===== src/rtl/led_pkg.sv =====
// Shared definitions for the one-hot LED sequencer: mode encodings and
// the pin-polarity helper.
package led_pkg;

   typedef logic [1:0] mode_t;

   localparam mode_t MODE_DIRECT = 2'b00;
   localparam mode_t MODE_UP     = 2'b01;
   localparam mode_t MODE_DOWN   = 2'b10;
   localparam mode_t MODE_BOUNCE = 2'b11;

   localparam logic DIR_UP   = 1'b1;
   localparam logic DIR_DOWN = 1'b0;

   // Pin level for one LED given whether it should be lit.
   function automatic logic led_level(input logic lit, input logic active_low);
      return lit ^ active_low;
   endfunction

endpackage


===== src/rtl/led_prescaler.sv =====
// Chase-step prescaler: counts 0..tickDiv while enabled and pulses tick on
// the terminal count; clr forces the count back to 0 with no tick.
module led_prescaler #(
   parameter int DIV_W = 24
) (
   input  logic             clk,
   input  logic             rst,
   input  logic             en,
   input  logic             clr,
   input  logic [DIV_W-1:0] tickDiv,
   output logic             tick
);

   logic [DIV_W-1:0] cnt_q, cnt_d;

   // >= rather than == so a count stranded above a shrunk tickDiv terminates.
   always_comb begin
      cnt_d = cnt_q;
      tick  = 1'b0;
      if (clr) begin
         cnt_d = '0;
      end else if (en) begin
         if (cnt_q >= tickDiv) begin
            cnt_d = '0;
            tick  = 1'b1;
         end else begin
            cnt_d = cnt_q + DIV_W'(1);
         end
      end
   end

   always_ff @(posedge clk or posedge rst) begin
      if (rst) cnt_q <= '0;
      else     cnt_q <= cnt_d;
   end

endmodule


===== src/rtl/led_onehot_sequencer.sv =====
// One-hot LED driver: direct index display or self-running chase/bounce,
// with enable blanking, out-of-range flag and selectable pin polarity.
module led_onehot_sequencer
   import led_pkg::*;
#(
   parameter int SEL_W      = 3,
   parameter int N_OUT      = 8,
   parameter int DIV_W      = 24,
   parameter bit ACTIVE_LOW = 1'b0
) (
   input  logic             clk,
   input  logic             rst,
   input  logic             en,
   input  logic [1:0]       mode,
   input  logic [SEL_W-1:0] codeIn,
   input  logic [DIV_W-1:0] tickDiv,
   output logic [N_OUT-1:0] ledOut,
   output logic [SEL_W-1:0] curIdx,
   output logic             wrapPulse,
   output logic             errFlag
);

   localparam logic [SEL_W-1:0] LAST    = SEL_W'(N_OUT - 1);
   localparam logic [N_OUT-1:0] LED_OFF = ACTIVE_LOW ? '1 : '0;

   logic [SEL_W-1:0] cur_idx_q, cur_idx_d;
   logic             dir_q, dir_d;
   mode_t            prev_mode_q;
   logic [N_OUT-1:0] led_q, led_d;
   logic             wrap_q, wrap_d;
   logic             err_q, err_d;

   logic mode_chg, presc_clr, tick, code_oor, show;

   assign mode_chg  = (mode != prev_mode_q);
   assign presc_clr = mode_chg || (mode == MODE_DIRECT);
   assign code_oor  = (32'(codeIn) >= N_OUT);

   led_prescaler #(.DIV_W(DIV_W)) u_presc (
      .clk     (clk),
      .rst     (rst),
      .en      (en),
      .clr     (presc_clr),
      .tickDiv (tickDiv),
      .tick    (tick)
   );

   // tick is suppressed on a mode-change cycle, so the chase arms below only
   // ever step from cur_idx_q in a steady mode.
   always_comb begin
      cur_idx_d = cur_idx_q;
      dir_d     = dir_q;
      wrap_d    = 1'b0;
      err_d     = 1'b0;

      if (mode_chg) begin
         if (cur_idx_q > LAST) cur_idx_d = '0;
         dir_d = (cur_idx_d == LAST) ? DIR_DOWN : DIR_UP;
      end

      case (mode)
         MODE_DIRECT: begin
            err_d = code_oor;
            if (en && !code_oor) cur_idx_d = codeIn;
         end
         MODE_UP: begin
            if (tick) begin
               if (cur_idx_q == LAST) begin
                  cur_idx_d = '0;
                  wrap_d    = 1'b1;
               end else begin
                  cur_idx_d = cur_idx_q + SEL_W'(1);
               end
            end
         end
         MODE_DOWN: begin
            if (tick) begin
               if (cur_idx_q == '0) begin
                  cur_idx_d = LAST;
                  wrap_d    = 1'b1;
               end else begin
                  cur_idx_d = cur_idx_q - SEL_W'(1);
               end
            end
         end
         default: begin
            if (tick) begin
               if (dir_q == DIR_UP) begin
                  if (cur_idx_q == LAST) begin
                     cur_idx_d = LAST - SEL_W'(1);
                     dir_d     = DIR_DOWN;
                     wrap_d    = 1'b1;
                  end else begin
                     cur_idx_d = cur_idx_q + SEL_W'(1);
                  end
               end else begin
                  if (cur_idx_q == '0) begin
                     cur_idx_d = SEL_W'(1);
                     dir_d     = DIR_UP;
                     wrap_d    = 1'b1;
                  end else begin
                     cur_idx_d = cur_idx_q - SEL_W'(1);
                  end
               end
            end
         end
      endcase
   end

   // LED register is loaded from next-state so ledOut always matches curIdx.
   assign show = en && !err_d;

   for (genvar g = 0; g < N_OUT; g++) begin : g_led
      assign led_d[g] = led_level(show && (cur_idx_d == SEL_W'(g)), ACTIVE_LOW);
   end

   always_ff @(posedge clk or posedge rst) begin
      if (rst) begin
         cur_idx_q   <= '0;
         dir_q       <= DIR_UP;
         prev_mode_q <= MODE_DIRECT;
         led_q       <= LED_OFF;
         wrap_q      <= 1'b0;
         err_q       <= 1'b0;
      end else begin
         cur_idx_q   <= cur_idx_d;
         dir_q       <= dir_d;
         prev_mode_q <= mode;
         led_q       <= led_d;
         wrap_q      <= wrap_d;
         err_q       <= err_d;
      end
   end

   assign ledOut    = led_q;
   assign curIdx    = cur_idx_q;
   assign wrapPulse = wrap_q;
   assign errFlag   = err_q;

endmodule

===== config.mk =====
export PLATFORM = sky130hd
export DESIGN_NAME = led_onehot_sequencer
export DESIGN_NICKNAME = d
export VERILOG_FILES = /design/src/rtl/led_pkg.sv /design/src/rtl/led_prescaler.sv /design/src/rtl/led_onehot_sequencer.sv
export SDC_FILE = /design/constraint.sdc
export NUM_CORES = 1
export LEC_CHECK = 0
export ABC_AREA = 1
export BUFFER_PORTS_ARGS = -buffer_cell sky130_fd_sc_hd__buf_2
export CAP_MARGIN = 10
export CELL_PAD_IN_SITES_DETAIL_PLACEMENT = 0
export CELL_PAD_IN_SITES_GLOBAL_PLACEMENT = 2
export CORE_AREA = 2 2 111 113
export DETAILED_ROUTE_END_ITERATION = 12
export DIE_AREA = 0 0 113 115
export PLACE_DENSITY = 0.86
export SYNTH_ARGS = -nofsm -noshare
export SYNTH_HDL_FRONTEND = slang
export SYNTH_HIERARCHICAL = 1
export SYNTH_SLANG_ARGS = --single-unit
export TNS_END_PERCENT = 5

===== constraint.sdc =====
create_clock -name clk -period 2.45 [get_ports clk]
set_clock_uncertainty 0.1 [all_clocks]
set_input_delay 0.1225 -clock clk [delete_from_list [all_inputs] [get_ports clk]]
set_output_delay 0.1225 -clock clk [all_outputs]
set_load 0.05 [all_outputs]

Word-level counts from Yosys, hierarchy flattened:

Cells that the tools add are included.

* flip-flop bits (word level): 39
* output and inout port bits: 13
* logic and storage cells: 70

* $add $sub $neg: 3
* order comparisons: 2
* equality and inequality tests: 12
* multiplexer cells: 33
* reductions and logical operators: 14

Operators by type and width (count)
* 24-bit 2-to-1 mux: 3
* 3-bit 2-to-1 mux: 12
* 24-bit by 1-bit adder with 24-bit output (second input constant): 1
* 24-bit greater-or-equal comparator: 1
* 3-bit == test (second input constant): 6
* 1-bit 2-to-1 mux: 16
* 3-bit case mux with 3 select lines: 1
* 1-bit logical AND: 8
* 3-bit by 2-bit == test with 1-bit output (second input constant): 2
* 3-bit logical NOT: 2
* 3-bit by 1-bit adder with 3-bit output (second input constant): 1
* 3-bit by 1-bit == test with 1-bit output (second input constant): 1
* 3-bit greater-than comparator (second input constant): 1
* 1-bit case mux with 3 select lines: 1
* 3-bit OR reduction: 1
* 3-bit by 1-bit subtractor with 3-bit output (second input constant): 1
* 2-bit by 1-bit == test with 1-bit output (second input constant): 1
* 2-bit == test (second input constant): 1
* 2-bit logical NOT: 1
* 2-bit != test: 1
* 2-bit nonzero test: 1
* 1-bit logical OR: 1

Depth between registers and ports, before layout:

* depth after elaboration: 10
* mapped depth: 23
* gate-level depth less buffers: 22

Hierarchy:

The synthesis kept the hierarchy.

Modules (own cells, without submodules)
* led_prescaler: times used 1, cells an instance 361, area an instance 2326.0 um^2, seq. area each 600.6 um^2
* led_onehot_sequencer: times used 1, cells an instance 140, area an instance 1024.7 um^2, seq. area each 376.6 um^2

Worst setup path before layout:

OpenSTA, ideal clock, no wires.

* path type: register to register
* start: register u_presc.cnt_q[19]
* end: register led_q[3], in the netlist ledOut[3]
* data arrival time: 2222 ps
* required time: 2229 ps
* path slack: 7 ps
* stages on the path, launching flop included: 20
* buffers on the path: 1
* clock period less this slack: 2443 ps
* cells stage by stage: dfrtp_1 ha_1 nand2_1 nor2_1 nand4_1 nor2_1 nand2_1 nand3_2 buf_4 nand2_1 inv_1 inv_1 o21ai_0 nand2_1 nand2_1 nand2_1 nand2_1 nand2_1 nand3_1 nor2_1

* longest elaborated chain between the ends: 8
* elaborated cells between the ends (all ways): 10
* those cells by class: order compare: 1; eq/ne: 1; mux: 7; reduce/logical: 1

RTL lines
* start: declaration: RTL line led_prescaler.sv:14 `logic [DIV_W-1:0] cnt_q, cnt_d;`
* start signal: assignment: RTL line led_prescaler.sv:34 `else cnt_q <= cnt_d;`
* 24-bit greater-or-equal comparator (*): RTL line led_prescaler.sv:23 `if (cnt_q >= tickDiv) begin`
* 1-bit 2-to-1 mux (*): RTL line led_prescaler.sv:23
* 1-bit 2-to-1 mux (*): RTL line led_prescaler.sv:22 `end else if (en) begin`
* 1-bit 2-to-1 mux (*): RTL line led_prescaler.sv:20 `if (clr) begin`
* net tick: RTL line led_onehot_sequencer.sv:33 `logic mode_chg, presc_clr, tick, code_oor, show;`
* 3-bit 2-to-1 mux (on tied branches): RTL line led_onehot_sequencer.sv:87, led_onehot_sequencer.sv:67, led_onehot_sequencer.sv:77
* 3-bit case mux with 3 select lines (*): RTL line led_onehot_sequencer.sv:61 `case (mode)`
* net cur_idx_d[1]: RTL line led_onehot_sequencer.sv:26 `logic [SEL_W-1:0] cur_idx_q, cur_idx_d;`
* 3-bit by 2-bit == test with 1-bit output (*): RTL line led_onehot_sequencer.sv:114 `assign led_d[g] = led_level(show && (cur_idx_d == SEL_W'(g)), ACTIVE_LOW);`
* 1-bit logical AND (*): RTL line led_onehot_sequencer.sv:114
* net led_d[3]: RTL line led_onehot_sequencer.sv:29 `logic [N_OUT-1:0] led_q, led_d;`
* end signal: assignment: RTL line led_onehot_sequencer.sv:129 `led_q <= led_d;`
* end: declaration: RTL line led_onehot_sequencer.sv:29

Mark *: on every way through the listed nets, which the timed path passes. The rest lies on a longest branch.
A chain may end at the register's enable or synchronous reset.

Final worst setup path:

* start: register u_presc.cnt_q[19]
* end: register led_q[7], in the netlist ledOut[7]

* longest elaborated chain between the ends: 8
* elaborated cells between the ends (all ways): 10
* those cells by class: order compare: 1; eq/ne: 1; mux: 7; reduce/logical: 1

RTL lines (RTL line)
* 24-bit greater-or-equal comparator (*): led_prescaler.sv:23
* 1-bit 2-to-1 mux (*): led_prescaler.sv:23
* 1-bit 2-to-1 mux (*): led_prescaler.sv:22
* 1-bit 2-to-1 mux (*): led_prescaler.sv:20
* net tick: led_onehot_sequencer.sv:33
* 3-bit 2-to-1 mux (on tied branches): led_onehot_sequencer.sv:87, led_onehot_sequencer.sv:67, led_onehot_sequencer.sv:77
* 3-bit case mux with 3 select lines (*): led_onehot_sequencer.sv:61
* net cur_idx_d[2]: led_onehot_sequencer.sv:26
* 3-bit == test (*): led_onehot_sequencer.sv:114
* 1-bit logical AND (*): led_onehot_sequencer.sv:114
* net led_d[7]: led_onehot_sequencer.sv:29

Marked as above.

==> flow_summary.toml <==
[floorplan]
core_area_um2 = 11800
dieArea_um2 = 13000
num_io_pins = 45
num_rows = 40
die_y_um = 115
fp.dieW_um = 113
initial_core_util_pct = 28.4

[power]
p_per_area_nw_per_um2 = 384
cellLeakagePower_nw = 2.23
ir_worst_vdd_v = 0.000222

[critical_path]
reg2reg_depth = 15
rr_endpoint = "ledOut[7]"
r2r_start = "u_presc/cnt_q[19]"
start_kind = "register"
startpoint = "u_presc/cnt_q[19]"
worst-path-buf-inv = 2
worstSetupPathType = "register to register"
end_kind = "register"
crit_family = "simple AND/OR/NAND/NOR gates"
cp_cell_sequence = "ha_4 > nand2_1 > nor2_1 > nand4_1 > nor2_2 > nand2_2 > nand3_4 > nand2_4 > inv_6 > buf_6 > o21ai_0 > o211ai_1 > nand2_2 > nand2_4 > nor2_1"
crit_fanout = 4
slowest_stage = "dfrtp_1"
cp.depth = 15
cpPeakStageDelay_ps = 410
endpoint = "ledOut[7]"
cp.required_ps = 2520
ff2ff_setup_slack_ps = 30
cp.arrival_ps = 2490

[grt]
grt_pass1_vias = 3248
grt_overflow = 0
grt_pass1_wl_um = 14800
grt_max_degree = 25
track_usage_pct = 14.1
antenna_found_initial = 0

[worst_hold_path]
holdPathStages = 3
hold_path_class = "input port to register"
min_from = "en"

[route]
drtPass1Iterations = 8
drcViolationCount = 4
antenna_left = 0
wl_per_cell_um = 12.0
wl_um = 8740
via_per_inst = 4.57
drtIter0Drc = 111
num_vias = 3330

[yosys]
avgSynthCellArea_um2 = 6.69
synth_edf_count = 0
synth_top_cell_by_area = "dfrtp_1"
yosysWarnings = 6
syn_area_um2 = 3350
synth_common_cells = "nand2_1 (132), inv_1 (85), nor2_1 (73), nand3_1 (40), dfrtp_1 (38)"
synth_most_common_cell = "nand2_1"
syn-num-nets = 568
syn_inst = 501
yosys_most_used_dff = "dfrtp_1"
yosysTopAreaCellShare_pct = 28.4
synthTopCellsByArea = "dfrtp_1 (28%), nand2_1 (15%), ha_1 (13%)"
yosysUniqueCellTypes = 33
async_flop_share_pct = 100
ys_ff_latch = 39
synth_seq_area_share_pct = 29.2

[place]
port_buffers = 43
place_area_um2 = 3940
gp_congestion = 0.881
hpwl_um = 6800

[clock_network]
cts_made_buffers = 5
cts.sinks = 39
tritoncts = "yes"
cts_root_buf = "clkbuf_16"
cts_max_level = 2
path_clk_slew_ps = 60
cts.path.max_buffers = 2
clk_latency_ps = 280

[timing]
hold_violations = 0
tightest_slew_ps = 613
relSlewSlack_pct = 59.1
grt_setup_unrepaired = "yes"
slew_viol_final = 0
finalSetupViolCount = 0
hold_slack_ps = 77.0
min_period_ps = 2420
post-route-period-util_pct = 99.0
fmax_ghz = 0.412

[cells_and_area]
multi_input_area_um2 = 2160
utilization_pct = 36.5
final_nets = 649
antennaDiodeCount = 0
area_growth_pct = 28.8
fillers = 1286
register_area_um2 = 977
stdcell_area_um2 = 4320
drive_above_1_share_pct = 23.0

[status]
status = "finished, violations left"
violations = "design-rule violations"

[job]
maxCapViolations = 0
where the power goes:
group          switching [W]  internal, W
registers          0.0000117     0.000662
logic               0.000227     0.000110
clock network       0.000249     0.000397
worst register-to-register path, delay by kind of cell, from the launching register on:
kind	cells	cell delay [ps]
adders and majority gates	1	290
DFF	1	410
buffers and inverters	2	190
and+or+nand+nor	10	960
AOI/OAI and AO/OA	2	370
sequential cells by signal, summed over array words and instances (netlist names):
signal / cells
curIdx: 3
dir_q: 1
ledOut: 8
prev_mode_q: 2
u_presc/cnt_q: 24
wrapPulse: 1
area by class of cell:
type	count	share of cell area [%]
Clock buffer	6	3.22
Clock inverter	1	0.116
Inverter	87	7.80
Multi-Input combinational cell	368	50.1
Sequential cell	39	22.6
Tap cell	147	4.26
Timing Repair Buffer	81	11.9
per-layer routing:
layer	share of wire [%]	GRT usage, %	vias to the layer above
li1	-	-	1745
met1	47	18.1	1525
met2	49	24.8	52
met3	3.4	2.27	8
met4	0.86	3.41	0
met5	0	0	-
how the worst min path moves through the flow:
stage | slack, ps | to
5_1_grt | 90 | ledOut[5]
3_3_place_gp | 120 | u_presc/cnt_q[13]
4_1_cts | 80 | ledOut[6]
3_5_place_dp | 120 | u_presc/cnt_q[10]
6_report | 80 | ledOut[5]
2_1_floorplan | -80 | curIdx[0]
per-stage QoR:
stage                     total power (W)  setup slack (ps)  std cells  TNS [ps]
after global placement           0.000989             -58.2        716      -430
after CTS                         0.00166             -32.6        726     -75.2
after global routing              0.00175              -153        729     -1270
final                             0.00166              25.6        729         0
after floorplan                  0.000894              7.11        501         0
after detailed placement         0.000992              -111        716      -566
cells by family (layout without fill, tap and decap cells):
| family | count (synthesis) | count (layout) | synth area share, % |
|---|---|---|---|
| XOR/XNOR | 4 | 4 | 1.05 |
| flip-flops | 39 | 39 | 29.2 |
| AND/OR/NAND/NOR | 265 | 265 | 33.3 |
| buffers and inverters | 94 | 175 | 11.1 |
| other | 1 | 1 | 0.112 |
| adder cells (fa/ha/maj) | 35 | 35 | 13.1 |
| AO/OA/AOI/OAI | 63 | 63 | 12.2 |
cells in the final DEF (no fill, tap or decap), types with 3 or more instances in the layout:
cell and instances:
nand2_1 124, inv_1 82, nor2_1 68, buf_2 43, dfrtp_1 38, nand3_1 35, buf_4 34, ha_1 30
o21bai_1 22, a21oi_1 11, nand2_2 10, o21ai_0 9, nor2_2 7, nand3_2 6, o21ai_1 5, clkbuf_16 5
ha_4 5, o21ai_2 4, xor2_1 4, o211ai_1 4, nand4_1 4, inv_2 3, nand2_4 3, dlygate4sd3_1 3
nand3b_1 3
repair_timing:
item                                    4_1_cts  5_1_grt
hold endpoints to repair                     40        0
resized for setup                             6       39
endpoints found under the setup margin        8       11
setup buffers                                 0        4
hold buffers                                  3        0
pin swaps                                     6       20
Power figures use the tool's default switching activity.
